--- src/rtl/fp_add_sub_pipe_if.sv ---
// fp_add_sub_pipe_if
//   Bundles the operand/result streams of fp_add_sub_pipe.
//   Parameters EXP_W/MAN_W must match the pipeline instance.
//   Ports (slave view, i.e. the adder):
//     dina, dinb  in   operands {sign, exp, frac}
//     op          in   0: A+B, 1: A-B
//     valid_in    in   input word valid
//     ready_in    out  pipeline can accept an input
//     result      out  rounded sum/difference
//     flags       out  {invalid, overflow, underflow, inexact}
//     valid_out   out  result/flags valid
//     ready_out   in   consumer accepts the result
interface fp_add_sub_pipe_if #(
  parameter int EXP_W = 8,
  parameter int MAN_W = 23
);
  localparam int W = 1 + EXP_W + MAN_W;

  logic [W-1:0] dina;
  logic [W-1:0] dinb;
  logic         op;
  logic         valid_in;
  logic         ready_in;
  logic [W-1:0] result;
  logic [3:0]   flags;
  logic         valid_out;
  logic         ready_out;

  modport master (
    output dina, dinb, op, valid_in, ready_out,
    input  ready_in, result, flags, valid_out
  );

  modport slave (
    input  dina, dinb, op, valid_in, ready_out,
    output ready_in, result, flags, valid_out
  );
endinterface

--- src/rtl/fp_add_sub_pipe.sv ---
// fp_add_sub_pipe
//   Three-stage pipelined floating-point adder/subtractor with
//   round-to-nearest-even and flush-to-zero of subnormal inputs.
//   Ports:
//     clk  sole clock, rising edge
//     rst  synchronous active-high reset
//     bus  fp_add_sub_pipe_if.slave (operands, op, result, flags, handshake)
//   Stages: S1 unpack/classify/swap/align, S2 magnitude add/sub + LZC,
//   S3 normalise/round/pack/exceptions (registers drive the outputs).
module fp_add_sub_pipe #(
  parameter int EXP_W = 8,
  parameter int MAN_W = 23
) (
  input logic              clk,
  input logic              rst,
  fp_add_sub_pipe_if.slave bus
);
  localparam int W     = 1 + EXP_W + MAN_W;
  localparam int AL_W  = MAN_W + 4;
  localparam int SUM_W = AL_W + 1;
  localparam int SH_W  = $clog2(AL_W) + 1;
  localparam int LZ_W  = $clog2(SUM_W + 1);
  localparam int EX_W  = EXP_W + 2;
  localparam int XT_W  = EXP_W + SH_W;

  localparam logic [EXP_W-1:0] EXP_ONES   = '1;
  localparam logic [EX_W-1:0]  EXP_MAX    = {2'b00, EXP_ONES};
  localparam logic [XT_W-1:0]  MAX_SH_EXT = XT_W'(MAN_W + 3);
  localparam logic [SH_W-1:0]  MAX_SH     = SH_W'(MAN_W + 3);
  localparam logic [W-1:0]     QNAN       = {1'b0, EXP_ONES, 1'b1, {(MAN_W-1){1'b0}}};

  logic advance;

  // stage 1 combinational
  logic             sa, sb, a_zero, b_zero, a_nan, b_nan, a_snan, b_snan, a_inf, b_inf, a_ge_b;
  logic [EXP_W-1:0] ea, eb, big_exp, small_exp, exp_diff;
  logic [MAN_W-1:0] fa, fb;
  logic [MAN_W:0]   big_mant, small_mant;
  logic [SH_W-1:0]  sh;
  logic [2*AL_W-1:0] shift_wide;
  logic [AL_W-1:0]  small_al;
  logic             big_sign, special;
  logic [W-1:0]     special_res;
  logic [3:0]       special_flags;

  // stage 1 registers
  logic             s1_valid, s1_sign, s1_sub, s1_zero_sign, s1_special;
  logic [EXP_W-1:0] s1_exp;
  logic [AL_W-1:0]  s1_big, s1_small;
  logic [W-1:0]     s1_special_res;
  logic [3:0]       s1_special_flags;

  // stage 2
  logic [SUM_W-1:0] sum;
  logic [LZ_W-1:0]  lz;
  logic             found;
  logic             s2_valid, s2_sign, s2_zero_sign, s2_special;
  logic [EXP_W-1:0] s2_exp;
  logic [SUM_W-1:0] s2_sum;
  logic [LZ_W-1:0]  s2_lz;
  logic [W-1:0]     s2_special_res;
  logic [3:0]       s2_special_flags;

  // stage 3
  logic [SUM_W-1:0] norm;
  logic [EX_W-1:0]  exp_n, exp_r;
  logic [MAN_W:0]   mant;
  logic [MAN_W+1:0] mant_r;
  logic [MAN_W-1:0] frac;
  logic             guard, rnd, sticky, inexact, round_up, underflow, overflow;
  logic [W-1:0]     nxt_result;
  logic [3:0]       nxt_flags;
  logic             out_valid;
  logic [W-1:0]     out_result;
  logic [3:0]       out_flags;

  assign advance      = !(out_valid && !bus.ready_out);
  assign bus.ready_in = advance;
  assign bus.valid_out = out_valid;
  assign bus.result    = out_result;
  assign bus.flags     = out_flags;

  assign sa = bus.dina[W-1];
  assign ea = bus.dina[W-2 -: EXP_W];
  assign fa = bus.dina[MAN_W-1:0];
  assign sb = bus.dinb[W-1] ^ bus.op;
  assign eb = bus.dinb[W-2 -: EXP_W];
  assign fb = bus.dinb[MAN_W-1:0];

  assign a_zero = (ea == '0);
  assign b_zero = (eb == '0);
  assign a_nan  = (ea == EXP_ONES) && (fa != '0);
  assign b_nan  = (eb == EXP_ONES) && (fb != '0);
  assign a_inf  = (ea == EXP_ONES) && (fa == '0);
  assign b_inf  = (eb == EXP_ONES) && (fb == '0);
  assign a_snan = a_nan && !fa[MAN_W-1];
  assign b_snan = b_nan && !fb[MAN_W-1];

  // Subnormals count as zero, so their fraction is ignored in the magnitude compare.
  assign a_ge_b = {ea, a_zero ? {MAN_W{1'b0}} : fa} >= {eb, b_zero ? {MAN_W{1'b0}} : fb};

  // Swap so the larger magnitude is "big", then align the smaller one; any
  // bit pushed below the sticky position is ORed into sticky.
  always_comb begin
    big_sign   = a_ge_b ? sa : sb;
    big_exp    = a_ge_b ? ea : eb;
    small_exp  = a_ge_b ? eb : ea;
    big_mant   = a_ge_b ? (a_zero ? '0 : {1'b1, fa}) : (b_zero ? '0 : {1'b1, fb});
    small_mant = a_ge_b ? (b_zero ? '0 : {1'b1, fb}) : (a_zero ? '0 : {1'b1, fa});
    exp_diff   = big_exp - small_exp;
    sh         = ({{SH_W{1'b0}}, exp_diff} > MAX_SH_EXT) ? MAX_SH : exp_diff[SH_W-1:0];
    shift_wide = {small_mant, 3'b000, {AL_W{1'b0}}} >> sh;
    small_al   = shift_wide[2*AL_W-1:AL_W];
    small_al[0] = small_al[0] | (|shift_wide[AL_W-1:0]);
  end

  // NaN and infinity results are decided up front and bypass the datapath.
  always_comb begin
    special       = 1'b1;
    special_res   = QNAN;
    special_flags = 4'b0000;
    if (a_nan || b_nan) begin
      special_flags = {a_snan || b_snan, 3'b000};
    end else if (a_inf && b_inf && (sa != sb)) begin
      special_flags = 4'b1000;
    end else if (a_inf) begin
      special_res = {sa, EXP_ONES, {MAN_W{1'b0}}};
    end else if (b_inf) begin
      special_res = {sb, EXP_ONES, {MAN_W{1'b0}}};
    end else begin
      special = 1'b0;
    end
  end

  // Stage 1 register. A zero result can only be negative when both inputs
  // were negative zeros, which is exactly sa & sb.
  always_ff @(posedge clk) begin
    if (rst) begin
      s1_valid <= 1'b0;
    end else if (advance) begin
      s1_valid         <= bus.valid_in;
      s1_sign          <= big_sign;
      s1_sub           <= (sa != sb);
      s1_zero_sign     <= sa & sb;
      s1_exp           <= big_exp;
      s1_big           <= {big_mant, 3'b000};
      s1_small         <= small_al;
      s1_special       <= special;
      s1_special_res   <= special_res;
      s1_special_flags <= special_flags;
    end
  end

  // Magnitude add/subtract (big >= small so no negative result) and a
  // leading-zero count for normalisation.
  always_comb begin
    sum   = s1_sub ? ({1'b0, s1_big} - {1'b0, s1_small}) : ({1'b0, s1_big} + {1'b0, s1_small});
    lz    = '0;
    found = 1'b0;
    for (int i = SUM_W - 1; i >= 0; i--) begin
      if (!found) begin
        if (sum[i]) found = 1'b1;
        else        lz    = lz + LZ_W'(1);
      end
    end
  end

  // Stage 2 register.
  always_ff @(posedge clk) begin
    if (rst) begin
      s2_valid <= 1'b0;
    end else if (advance) begin
      s2_valid         <= s1_valid;
      s2_sign          <= s1_sign;
      s2_zero_sign     <= s1_zero_sign;
      s2_exp           <= s1_exp;
      s2_sum           <= sum;
      s2_lz            <= lz;
      s2_special       <= s1_special;
      s2_special_res   <= s1_special_res;
      s2_special_flags <= s1_special_flags;
    end
  end

  // Normalise so the leading one sits in the carry position, then round
  // to nearest-even on guard/round/sticky and pack with exception checks.
  always_comb begin
    norm      = s2_sum << s2_lz;
    exp_n     = {2'b00, s2_exp} + EX_W'(1) - EX_W'(s2_lz);
    mant      = norm[SUM_W-1:4];
    guard     = norm[3];
    rnd       = norm[2];
    sticky    = |norm[1:0];
    inexact   = guard | rnd | sticky;
    round_up  = guard & (rnd | sticky | mant[0]);
    mant_r    = {1'b0, mant} + {{(MAN_W+1){1'b0}}, round_up};
    exp_r     = exp_n + EX_W'(mant_r[MAN_W+1]);
    frac      = mant_r[MAN_W+1] ? mant_r[MAN_W:1] : mant_r[MAN_W-1:0];
    underflow = exp_n[EX_W-1] || (exp_n == '0);
    overflow  = !exp_r[EX_W-1] && (exp_r >= EXP_MAX);

    nxt_result = '0;
    nxt_flags  = 4'b0000;
    if (s2_special) begin
      nxt_result = s2_special_res;
      nxt_flags  = s2_special_flags;
    end else if (s2_sum == '0) begin
      nxt_result = {s2_zero_sign, {(W-1){1'b0}}};
    end else if (underflow) begin
      nxt_result = {s2_sign, {(W-1){1'b0}}};
      nxt_flags  = 4'b0011;
    end else if (overflow) begin
      nxt_result = {s2_sign, EXP_ONES, {MAN_W{1'b0}}};
      nxt_flags  = 4'b0101;
    end else begin
      nxt_result = {s2_sign, exp_r[EXP_W-1:0], frac};
      nxt_flags  = {3'b000, inexact};
    end
  end

  // Output register; holds while the consumer stalls.
  always_ff @(posedge clk) begin
    if (rst) begin
      out_valid  <= 1'b0;
      out_result <= '0;
      out_flags  <= 4'b0000;
    end else if (advance) begin
      out_valid  <= s2_valid;
      out_result <= nxt_result;
      out_flags  <= nxt_flags;
    end
  end
endmodule

--- src/flat_wrapper.sv ---
// flat-port wrapper written by rule: the top's interface ports become plain ports
module fp_add_sub_pipe_flat 
#(
  parameter int EXP_W = 8,
  parameter int MAN_W = 23
)
  (clk, rst, bus_dina, bus_dinb, bus_op, bus_valid_in, bus_ready_out, bus_ready_in, bus_result, bus_flags, bus_valid_out);
  fp_add_sub_pipe_if #(.EXP_W(EXP_W), .MAN_W(MAN_W)) bus_i ();
  input logic clk;
  input logic rst;
  input wire logic [$bits(bus_i.dina)-1:0] bus_dina;
  input wire logic [$bits(bus_i.dinb)-1:0] bus_dinb;
  input wire logic [$bits(bus_i.op)-1:0] bus_op;
  input wire logic [$bits(bus_i.valid_in)-1:0] bus_valid_in;
  input wire logic [$bits(bus_i.ready_out)-1:0] bus_ready_out;
  output wire logic [$bits(bus_i.ready_in)-1:0] bus_ready_in;
  output wire logic [$bits(bus_i.result)-1:0] bus_result;
  output wire logic [$bits(bus_i.flags)-1:0] bus_flags;
  output wire logic [$bits(bus_i.valid_out)-1:0] bus_valid_out;
  assign bus_i.dina = bus_dina;
  assign bus_i.dinb = bus_dinb;
  assign bus_i.op = bus_op;
  assign bus_i.valid_in = bus_valid_in;
  assign bus_i.ready_out = bus_ready_out;
  assign bus_ready_in = bus_i.ready_in;
  assign bus_result = bus_i.result;
  assign bus_flags = bus_i.flags;
  assign bus_valid_out = bus_i.valid_out;
  fp_add_sub_pipe #(.EXP_W(EXP_W), .MAN_W(MAN_W)) u_core (.clk(clk), .rst(rst), .bus(bus_i));
endmodule
--- config.mk ---
export PLATFORM = sky130hd
export DESIGN_NAME = fp_add_sub_pipe_flat
export DESIGN_NICKNAME = d
export VERILOG_FILES = /design/src/rtl/fp_add_sub_pipe_if.sv /design/src/rtl/fp_add_sub_pipe.sv /design/src/flat_wrapper.sv
export SDC_FILE = /design/constraint.sdc
export NUM_CORES = 1
export LEC_CHECK = 0
export CELL_PAD_IN_SITES_DETAIL_PLACEMENT = 1
export CELL_PAD_IN_SITES_GLOBAL_PLACEMENT = 1
export CORE_ASPECT_RATIO = 0.7
export CORE_MARGIN = 4
export CORE_UTILIZATION = 46
export DETAILED_ROUTE_END_ITERATION = 8
export GPL_TIMING_DRIVEN = 0
export PLACE_DENSITY_LB_ADDON = 0.1
export SYNTH_ARGS = -nofsm -noshare
export SYNTH_HDL_FRONTEND = slang
export SYNTH_SLANG_ARGS = --single-unit
--- constraint.sdc ---
create_clock -name clk -period 18.9 [get_ports clk]
set_clock_uncertainty 0.15 [all_clocks]
set_input_delay 3.78 -clock clk [delete_from_list [all_inputs] [get_ports clk]]
set_output_delay 3.78 -clock clk [all_outputs]
set_load 0.01 [all_outputs]
==> out/metrics.csv, run 1 <==
stage,metric,value,unit
timing,final setup vio count,0,
logic_synthesis,synthesized area,17600,sq um
critical_path,critical path peak fanout,10,
power,Tot Pwr,1.78,mW
timing,"Slew Viols, Final",0,
clocking,count of hold buffers inserted by post-cts repair,0,
power,Clk pwr share,20.1,%
die,Initial Utilization,47.0,%
die,die height,172,um
critical_path,Worst R2R Setup Slack,2.64,ns
logic_synthesis,"Seq/Total Area, Yosys",23.7,%
critical_path,Most common cell on crit path,ha_1,
power,P_sw,0.851,mW
clocking,CTS Sinks,152,
final_layout,"most common cell after layout, fill and taps aside",nand2_1,
timing,final critical-path required period,16.26,ns
critical_path,CP max stage cell,o21ai_1,
clocking,H-tree depth,4,
job,Max-Cap Viols,0,
clocking,Post-CTS Setup Inserts,0,
logic_synthesis,Post-synth ARST share,0,%
routing,Via Count,19400,
critical_path,Worst Setup End Kind,flop,
power,Pleak,7.82,nW
logic_synthesis,synthesis warning total,0,
logic_synthesis,Synth Flop Type,edfxtp_1,
grt,Tot GR Track Use,34.0,%
routing,DR DRC count,0,
final_layout,Syn-to-layout area delta,13.5,%
final_layout,# fillers,4720,
die,die area,41500,sq um
grt,total gr overflow,0,
logic_synthesis,"EDFF count, synth",113,
logic_synthesis,library cells used by synthesis,100,
clocking,Worst-Skew Late Latency,0.45,ns
routing,drt total wl,72.7,mm
power,pwr dens,88.8,nW/um^2
clocking,register clock-pin slew on the reported worst setup and hold paths,0.08,ns
critical_path,reg2reg end,u_core.s2_lz[4],
timing,unrepaired setup endpoints after global routing,false,
timing,"Hold Violations, Final",0,
final_layout,layout cells sized above 1,4.67,%
place,number of port buffers,105,
routing,Final ANT Viol Nets,0,
power,Max IR drop VDD,0.0711,mV
timing,FMAX,61.5,MHz
timing,post-route clock period utilization,86.0,%
critical_path,WP buf/inv,4,
die,Core ar.,37500,sq um
power,switching share of power,48.0,%
logic_synthesis,"flops & latches, synth",152,
timing,TNS Setup,0,ns
worst_hold_path,hold path endpoint,u_core.s2_exp[3],
worst_hold_path,HP Start,u_core.s1_exp[3],
grt,vias in the first global route,19300,
critical_path,Setup Crit Path Kind,reg2reg,
logic_synthesis,Post-Syn Instances,2325,
grt,first-pass GRT wire length,112,mm
routing,wire per inst,24.6,um
grt,initial antenna violation count,5,
critical_path,critical path required time,18.95,ns
outcome,status,"finished, final reports clean",
timing,Worst Max-Slew Pin Slew,1.29,ns
place,RePlAce Congestion,1.02,
critical_path,"CP delay by family, top",compound AO/OA/AOI/OAI gates,
clocking,cts bufs inserted,17,
power,Combinational Power Share,55.3,%
routing,DRT Pass-1 Iters,5,
routing,DRT iter0 DRCs,1882,
die,io pins,107,
critical_path,CP max stage delay,0.59,ns
place,hpwl dp,58.9,mm
die,cell row count,59,
routing,Vias/cell,6.57,
clocking,# resized after CTS,0,
clocking,Clock Tree Buf Depth,2,
timing,Slew headroom,13.2,%
critical_path,RR Startpoint,u_core.s1_small[11],
final_layout,# nets final,2639,
critical_path,Critical Path Start Type,flop,
power,P_int,0.924,mW
clocking,root buf cell,clkbuf_16,
critical_path,Crit path arrival time,16.32,ns
worst_hold_path,Hold Crit Depth,0,
place,dpl cells,2921,
final_layout,"commonest cells after routing, fill and taps aside","nand2_1, nor2_1, o21ai_0",
final_layout,Layout Cells excl Fill,2956,
die,die width,242,um
worst_hold_path,Hold WC Path Type,reg2reg,
logic_synthesis,Mapped Avg Cell Area,7.58,sq um
critical_path,reg2reg path depth,73,
grt,largest net degree at the start of global routing,37,
logic_synthesis,Synthesized Nets,2512,
power,Sequential Power Share,24.6,%
clocking,TritonCTS clock tree,yes,
[logic make-up (layout without fill, tap and decap cells)]
family,Yosys count,count (layout),share of synthesized area (%)
AO/OA/AOI/OAI,667,667,24.9
AND/OR/NAND/NOR,941,941,25.7
other,0,3,0
multiplexers,79,79,5.10
adder cells (fa/ha/maj),127,127,8.98
buffers and inverters,247,387,5.32
XOR/XNOR,112,112,6.29
flip-flops,152,152,23.7
[state kept, by name (all words and copies together) (netlist names), 2 cells and up]
register / cells
u_core.s2_sum: 28
u_core.s2_special_res: 2
u_core.s2_lz: 5
u_core.s1_small: 27
u_core.bus.result: 32
u_core.s2_exp: 8
u_core.s1_special_res: 2
u_core.s1_big: 24
u_core.bus.flags: 4
u_core.s1_exp: 8
[power by group through the flow]
| stage | Clock, mW | Sequential (mW) | Combinational [mW] |
|---|---|---|---|
| after detailed placement | 0 | 0.442 | 0.939 |
| after global placement | 0 | 0.441 | 0.908 |
| after global routing | 0.379 | 0.440 | 1.06 |
| after CTS | 0.364 | 0.435 | 0.951 |
| after floorplan | 0 | 0.436 | 0.642 |
| final | 0.357 | 0.436 | 0.982 |
[layer usage]
layer / part of all wire [%] / global-route usage [%] / wire length, um / vias up
met3: 9.6 / 9.02 / 6990 / 100
li1: - / - / - / 8841
met4: 2.4 / 9.21 / 1720 / 6
met1: 46 / 48.1 / 33500 / 9544
met2: 42 / 51.6 / 30500 / 926
met5: 0.063 / 0 / 46 / -
[cell usage after synthesis (all sizes together) (8+ instances only)]
library cell	n	area, sq um
clkbuf	97	364
and2	27	169
nand3	67	335
xor2	43	392
mux2i	56	561
a221oi	11	96.3
edfxtp	113	3390
dfxtp	39	781
mux2	16	180
o31ai	21	158
a21o	32	240
nor3	57	285
or2	23	144
ha	116	1450
nand4	39	244
nor2b	41	257
inv	131	492
a31oi	39	244
nor2	243	912
o22ai	29	181
a21oi	149	757
nand2b	24	150
o21ai	160	801
o21a	23	173
o221ai	8	70.1
nor4	47	319
buf	18	77.6
or3	13	81.3
xnor2	63	578
nand2	291	1090
o211ai	25	188
a211oi	51	388
a22oi	22	165
and3	28	175
maj3	9	90.1
[per-stage QoR]
stage	util [%]	hold slack [ns]	setup slack (ns)	instance area, sq um
after CTS	53.3	0.263	2.82	20000
after detailed placement	51.6	0.255	3.07	19300
after global routing	53.3	0.281	1.45	20000
after global placement	51.4	0.255	3.74	19300
final	53.3	0.265	2.64	20000
after floorplan	-	0.250	5.74	17600
[cell type report]
| cell class | count | area, sq um | share of cell area (%) |
|---|---|---|---|
| multi-input cells | 1926 | 12500 | 62.6 |
| flip-flops and latches | 152 | 4170 | 20.9 |
| repair buffers | 108 | 1120 | 5.60 |
| well taps | 488 | 611 | 3.05 |
| inverters | 132 | 495 | 2.48 |
| plain buffers | 115 | 442 | 2.21 |
| clock buffers | 17 | 425 | 2.13 |
| clock inverters | 15 | 199 | 0.995 |
| diodes | 3 | 7.51 | 0.0376 |
[how the worst max path moves through the flow]
stage               depth (start not counted)              end  slack [ns]           startpoint
global placement                           73  u_core.s2_lz[4]        3.74   u_core.s1_small[3]
global route                               73  u_core.s2_lz[4]        1.45  u_core.s1_small[11]
floorplan                                  70  u_core.s2_lz[4]        5.74   u_core.s1_small[5]
finish                                     73  u_core.s2_lz[4]        2.64  u_core.s1_small[11]
detailed placement                         73  u_core.s2_lz[4]        3.07     u_core.s1_big[3]
CTS                                        73  u_core.s2_lz[4]        2.82  u_core.s1_small[11]
(Power assumes the default switching activity.)
==> run 2: changes to the inputs <==
CORE_MARGIN = 1.5   (was 4)
CTS_CLUSTER_DIAMETER = 50   (was default)
RECOVER_POWER = 100   (was default)
==> out/metrics.csv, run 2 (synthesis results as in run 1) <==
stage,metric,value,unit,change
outcome,status,"complete, but fails checks",,"was finished, final reports clean"
outcome,failing checks,"max-capacitance violations, max-slew violations",,
power,Max IR drop VDD,0.0657,mV,was 0.0711 mV
clocking,root buf cell,clkbuf_16,,unchanged
timing,unrepaired setup endpoints after global routing,false,,unchanged
grt,initial antenna violation count,2,,was 5
grt,Tot GR Track Use,37.9,%,was 34.0%
final_layout,# nets final,2639,,unchanged
final_layout,Layout Cells excl Fill,2954,,was 2956
power,pwr dens,90.8,nW/um^2,was 88.8 nW/um^2
timing,final setup vio count,0,,unchanged
final_layout,"commonest cells after routing, fill and taps aside","nand2_1, nor2_1, o21ai_0",,unchanged
grt,GR Layer Usage met3,9.56,%,was 9.02%
clocking,TritonCTS clock tree,yes,,unchanged
clocking,cts bufs inserted,17,,unchanged
routing,Via Count,19800,,was 19400
power,Pleak,7.89,nW,was 7.82 nW
power,Tot Pwr,1.80,mW,was 1.78 mW
place,dpl cells,2921,,unchanged
timing,"Slew Viols, Final",130,,was 0
clocking,register clock-pin slew on the reported worst setup and hold paths,0.07,ns,was 0.08 ns
timing,Slew headroom,-33.3,%,was 13.2%
routing,Vias/cell,6.71,,was 6.57
critical_path,Crit path arrival time,17.36,ns,was 16.32 ns
final_layout,"Design Area, Final",19900,sq um,was 20000 sq um
die,Initial Utilization,47.1,%,was 47.0%
grt,total gr overflow,0,,unchanged
timing,Worst Max-Slew Pin Slew,2.00,ns,was 1.29 ns
critical_path,Setup Crit Path Kind,reg2reg,,unchanged
critical_path,worst setup path startpoint,u_core.s1_small[3],,was u_core.s1_small[11]
final_layout,max reg flops,32,,unchanged
grt,GRT busiest layer,met1,,was met2
critical_path,CP max stage delay,0.79,ns,was 0.59 ns
critical_path,CP max stage cell,o311ai_1,,was o21ai_1
critical_path,Most common cell on crit path,ha_1,,unchanged
routing,DRT Pass-1 Iters,5,,unchanged
die,cell row count,59,,unchanged
die,die width,237,um,was 242 um
routing,DRT iter0 DRCs,2218,,was 1882
clocking,# resized after CTS,0,,unchanged
timing,post-route clock period utilization,91.5,%,was 86.0%
routing,Final ANT Viol Nets,0,,unchanged
routing,wire per inst,25.6,um,was 24.6 um
clocking,Clock Tree Buf Depth,2,,unchanged
place,DP Area,19300,sq um,about the same
timing,final critical-path required period,17.29,ns,was 16.26 ns
final_layout,Syn-to-layout area delta,12.8,%,was 13.5%
die,die area,39500,sq um,was 41500 sq um
routing,DR DRC count,0,,unchanged
grt,met1 Track Usage GR,56.3,%,was 48.1%
clocking,Post-CTS Setup Inserts,0,,unchanged
die,Core ar.,37400,sq um,was 37500 sq um
worst_hold_path,HP Start,u_core.s1_exp[3],,unchanged
grt,vias in the first global route,19600,,was 19300
place,RePlAce Congestion,0.982,,was 1.02
timing,TNS Setup,0,ns,unchanged
die,die height,167,um,was 172 um
final_layout,# fillers,4699,,was 4720
place,hpwl dp,61.2,mm,was 58.9 mm
place,number of port buffers,105,,unchanged
final_layout,layout cells sized above 1,4.18,%,was 4.67%
clocking,count of hold buffers inserted by post-cts repair,0,,unchanged
final_layout,"most common cell after layout, fill and taps aside",nand2_1,,unchanged
grt,largest net degree at the start of global routing,36,,was 37
critical_path,Critical Path Start Type,flop,,unchanged
worst_hold_path,Hold WC Path Type,reg2reg,,unchanged
critical_path,Worst Setup End Kind,flop,,unchanged
timing,worst hold margin,0.273,ns,was 0.265 ns
clocking,H-tree depth,4,,unchanged
grt,met2 Track Usage GR,54.6,%,was 51.6%
routing,drt total wl,75.6,mm,was 72.7 mm
critical_path,critical path required time,18.97,ns,was 18.95 ns
timing,FMAX,57.8,MHz,was 61.5 MHz
grt,first-pass GRT wire length,117,mm,was 112 mm
job,Max-Cap Viols,5,,was 0
critical_path,RR Startpoint,u_core.s1_small[3],,was u_core.s1_small[11]
clocking,Worst-Skew Late Latency,0.47,ns,was 0.45 ns
timing,"Hold Violations, Final",0,,unchanged
die,io pins,107,,unchanged
critical_path,critical path peak fanout,10,,unchanged
clocking,CTS Sinks,152,,unchanged
run 2: layout make-up:
type / count / area [sq um] / share of cell area (%)
buffer: 115 / 442 / 2.22
timing repair buffer: 108 / 1060 / 5.34
multi-input combinational: 1926 / 12500 / 62.8
tap: 488 / 611 / 3.07
inverter: 132 / 495 / 2.49
antenna: 1 / 2.50 / 0.0126
clock buffer: 21 / 514 / 2.59
sequential: 152 / 4170 / 21.0
clock inverter: 11 / 96.3 / 0.485
run 2: critical path: cells and delay by family, from the launching register on:
kind	cells	cell delay, ns
and+or+nand+nor	19	2.60
xor gates and xnor gates	2	0.34
adders and majority gates	16	4.61
DFF	1	0.40
buffers and inverters	3	0.65
AOI/OAI and AO/OA	24	6.76
muxes	9	1.55
run 2: metrics by stage:
stage          util (%)  setup WS [ns]
6_report           53.1           1.61
5_1_grt            53.1          0.496
3_5_place_dp       51.7           2.51
3_3_place_gp       51.5           3.29
4_1_cts            53.3           2.44
2_1_floorplan         -           5.74
run 2: final timing paths:
| path | end | slack, ns | cells after the start |
|---|---|---|---|
| max reg2reg | u_core.s2_lz[4] | 1.61 | 73 |
| max | u_core.s2_lz[4] | 1.61 | 73 |
| min reg2reg | u_core.s2_exp[3] | 0.27 | 0 |
| min | u_core.s2_exp[3] | 0.27 | 0 |
run 2: per-layer routing:
layer  up-vias  wire, um
li1       8829         -
met2      1038     30900
met5         -         0
met3       106      8250
met4         0      1450
met1      9852     35000
run 2: power breakdown:
part           switching, mW  internal, mW  leakage (nW)
Sequential            0.0348         0.406          1.44
Clock                  0.167         0.200         0.306
Combinational          0.665         0.332          6.14
